[src/rtl/regfile.sv]
// LEGv8 architectural register file: 32 x 64-bit registers with one synchronous
// write port and two combinational read ports. X[ZERO_REG] always reads zero
// and ignores writes. BYPASS=1 forwards a same-cycle write to matching reads.
module regfile #(
    parameter bit          BYPASS   = 1'b1,
    parameter int unsigned ZERO_REG = 31
) (
    input  logic        clk,
    input  logic        reset,
    input  logic        RegWrite,
    input  logic [4:0]  WriteRegister,
    input  logic [63:0] WriteData,
    input  logic [4:0]  ReadRegister1,
    input  logic [4:0]  ReadRegister2,
    output logic [63:0] ReadData1,
    output logic [63:0] ReadData2
);

    localparam logic [4:0] ZERO_IDX = ZERO_REG[4:0];

    logic [63:0] regs_q [32];
    logic [31:0] wr_en_d;
    logic        wr_live;

    // A write is live only when enabled, out of reset, and not aimed at the zero register.
    assign wr_live = RegWrite && !reset && (WriteRegister != ZERO_IDX);

    // 5:32 write decoder producing one-hot per-register load enables.
    always_comb begin
        // NOTE: default assigned first so every path drives wr_en_d and no latch is inferred.
        wr_en_d = '0;
        if (wr_live) begin
            wr_en_d[WriteRegister] = 1'b1;
        end
    end

    // Register array: synchronous clear dominates; otherwise each register loads or holds.
    always_ff @(posedge clk) begin
        if (reset) begin
            // NOTE: the storage is explicitly cleared because the core relies on all registers reading 0 after reset.
            for (int i = 0; i < 32; i++) begin
                regs_q[i] <= '0;
            end
        end else begin
            for (int i = 0; i < 32; i++) begin
                if (wr_en_d[i]) begin
                    // NOTE: non-blocking so every register samples the pre-edge values consistently.
                    regs_q[i] <= WriteData;
                end
            end
        end
    end

    // Read port 1: zero-register mask, optional bypass, then 32:1 select.
    always_comb begin
        ReadData1 = regs_q[ReadRegister1];
        if (ReadRegister1 == ZERO_IDX) begin
            ReadData1 = '0;
        end else if (BYPASS && wr_live && (WriteRegister == ReadRegister1)) begin
            ReadData1 = WriteData;
        end
    end

    // Read port 2: same structure as port 1, independent select.
    always_comb begin
        ReadData2 = regs_q[ReadRegister2];
        if (ReadRegister2 == ZERO_IDX) begin
            ReadData2 = '0;
        end else if (BYPASS && wr_live && (WriteRegister == ReadRegister2)) begin
            ReadData2 = WriteData;
        end
    end

endmodule

[config.mk]
export PLATFORM = sky130hd
export DESIGN_NAME = regfile
export DESIGN_NICKNAME = d
export VERILOG_FILES = /design/src/rtl/regfile.sv
export SDC_FILE = /design/constraint.sdc
export NUM_CORES = 2
export LEC_CHECK = 0
export CORE_MARGIN = 2
export CORE_UTILIZATION = 45
export CTS_CLUSTER_DIAMETER = 100
export CTS_CLUSTER_SIZE = 8
export DETAILED_ROUTE_END_ITERATION = 12
export PLACE_DENSITY = 0.72
export SLEW_MARGIN = 30
export SYNTH_ARGS = -nofsm -noshare
export SYNTH_HDL_FRONTEND = slang
export SYNTH_SLANG_ARGS = --single-unit
[constraint.sdc]
create_clock -name clk -period 13.6 [get_ports clk]
set_input_delay 3.4 -clock clk [delete_from_list [all_inputs] [get_ports clk]]
set_output_delay 3.4 -clock clk [all_outputs]
set_load 0.03 [all_outputs]
==> run_results.csv <==
group,metric,value,unit
placement,place.gp.congestion,0.890,
worst_setup_path,crit_slowest_cell,"buf_4",
clocking,cts_setup_buffers,0,
logic_synthesis,syn_inst,6470,
status,status,"complete, no violations",
route,firstDrtPassIters,6,
global_route,grt_max_degree,122,
global_route,track_usage,31.6,%
die,initial_core_util,45.1,%
global_route,grt-ovfl-total,0,
sta,slew_viol_final,0,
power_and_ir_drop,p_int,12.4,mW
global_route,grt_pass1_vias,68600,
placement,io_buffers,209,
layout,drive_gt1_share,24.2,%
sta,hold_slack,3.02,ns
power_and_ir_drop,p_switching,4.15,mW
placement,dp.cells,9293,
placement,dp_hpwl,205000,µm
power_and_ir_drop,peakVddDrop,140,µV
route,wl,380000,µm
sta,worstMarginPinSlew,1.15,ns
die,die_h,487,µm
layout,largest_reg_flops,2048,
sta,period_share,86.2,%
clocking,cts-buffers-inserted,306,
global_route,grt_antenna_before_repair,39,
layout,instances_no_fill,9649,
clocking,cts_buffer_depth,4,
layout,fin_nets,6643,
logic_synthesis,synth_warnings,0,
die,rows,177,
logic_synthesis,async_flop_share,0,%
worst_hold_path,hold_class,"in -> reg",
route,wire_per_inst,39.3,µm
placement,place_area,110000,µm²
clocking,htree_levels,5,
logic_synthesis,avgSynthCellArea,16.2,µm²
sta,fmax,0.0853,GHz
route,drt-initial-drc-count,12700,
layout,utilization,51.1,%
sta,finalHoldViolations,0,
clocking,hold_buffers,0,
clocking,clock_sinks,2048,
layout,top_regs,"regs_q x2048",
worst_setup_path,path_class,"in -> out",
power_and_ir_drop,p_clk_share,40.5,%
sta,period_needed,11.73,ns
clocking,path_clk_slew,0.05,ns
die,core-area,232000,µm²
die,ios,210,
power_and_ir_drop,total_power,16.6,mW
placement,post-place-ws,2.24,ns
die,die_w,487,µm
worst_setup_path,path_max_fanout,36,
worst_setup_path,cpPeakStageDelay,0.93,ns
logic_synthesis,ys_types,60,
layout,final_cell_mix,"edfxtp_1, and2_1, mux4_2",
worst_setup_path,worstPathRequired,10.20,ns
worst_setup_path,path_cells,"buf_4 > buf_4 > xnor2_1 > nand3_1 > nor4_2 > buf_4 > buf_4 > a32o_1 > clkdlybuf4s50_1",
clocking,cts_tree,"yes",
worst_setup_path,end_kind,"output port",
sta,relSlewSlack,23.3,%
route,ant_nets,0,
layout,final_cell_area,119000,µm²
logic_synthesis,synth_ff_type,"edfxtp_1",
sta,rsz0062_at_grt,"no",
worst_setup_path,worst_path_most_repeated_cell,"buf_4",
layout,top_register,"regs_q",
logic_synthesis,synth_edf_count,2048,
worst_setup_path,critPathLaunchType,"primary input",
sta,setup_viol,0,
power_and_ir_drop,p_comb_share,13.5,%
route,viasPerCell,7.25,
clocking,clockRootBuffer,"clkbuf_16",
global_route,grt_pass1_wl,525000,µm
power_and_ir_drop,switching_share,25.1,%
worst_setup_path,crit_family,"buffers and inverters",
logic_synthesis,synth-seq-cells,2048,
power_and_ir_drop,sequentialPowerShare,46.0,%
flow_run,cap_violations,0,
power_and_ir_drop,power_leakage,40.3,nW
logic_synthesis,syn_nets,6552,
layout,final_common_cell,"edfxtp_1",
layout,syn2layout_area_growth,13.1,%
route,route.vias.total,69900,
logic_synthesis,ys_seq_area_share,58.7,%
route,drc,0,
worst_setup_path,critPathBufInv,5,
clocking,cts-resized-gates,0,
die,dieArea,237000,µm²
power_and_ir_drop,p_per_area,140,nW/µm²
sta,fin_ws,1.87,ns
sta,fin_setup_tns,0,ns
layout,fillerInstances,18500,
logic_synthesis,syn_area,105000,µm²
worst_setup_path,worstPathArrival,8.33,ns
-- final timing paths --
kind	from	to	slack [ns]	cells past startpoint
max	ReadRegister2[3]	ReadData2[48]	1.87	9
min	reset	regs_q[31][20]$_DFFE_PP_	3.02	1
-- cell usage after synthesis (27+ instances only) --
master | count | area, µm²
a211oi_1 | 150 | 1130
a21o_1 | 60 | 450
a21oi_1 | 93 | 465
a22oi_1 | 30 | 225
a32o_1 | 65 | 651
and2_1 | 1159 | 7250
buf_1 | 34 | 128
buf_2 | 153 | 766
buf_4 | 46 | 345
clkbuf_1 | 409 | 1540
edfxtp_1 | 2048 | 61500
mux2_2 | 27 | 304
mux2i_1 | 435 | 4350
mux4_2 | 914 | 20600
nand2_1 | 162 | 608
nand2b_1 | 67 | 419
nor2_1 | 69 | 259
nor2b_1 | 74 | 463
nor3_1 | 59 | 295
o21ai_0 | 58 | 290
o221ai_1 | 73 | 639
o22ai_1 | 91 | 569
-- routing by layer --
layer / routed length, µm / global-route usage [%]
met1: 126000 / 40.8
met2: 167000 / 46.3
met3: 62300 / 11.1
met4: 24600 / 18.4
met5: 54 / 0
-- cell families after synthesis --
kind of cell | Yosys count | share of synthesized area [%]
simple gates | 1648 | 9.23
mux | 1376 | 24.1
compound gates | 712 | 4.94
flops | 2048 | 58.7
xor+xnor | 10 | 0.0836
buf+inv | 676 | 2.96
-- power by group through the flow --
| stage | clock (mW) | sequential [mW] | combinational (mW) |
|---|---|---|---|
| 6_report | 6.71 | 7.63 | 2.23 |
| 3_5_place_dp | 0 | 7.73 | 2.17 |
| 2_1_floorplan | 0 | 7.66 | 1.37 |
| 4_1_cts | 6.70 | 7.62 | 2.18 |
| 5_1_grt | 6.95 | 7.66 | 2.28 |
| 3_3_place_gp | 0 | 7.69 | 2.14 |
-- area by class of cell --
cell class	count	area, µm²	area share (%)
diodes	31	77.6	0.0655
clock buffers	317	7930	6.69
clock inverters	5	86.3	0.0729
inverters	8	45.0	0.0380
multi-input cells	3746	40600	34.2
flip-flops and latches	2048	61500	51.9
well taps	3043	3810	3.21
repair buffers	451	4470	3.77
No activity file was read; power rests on OpenSTA's default activity.
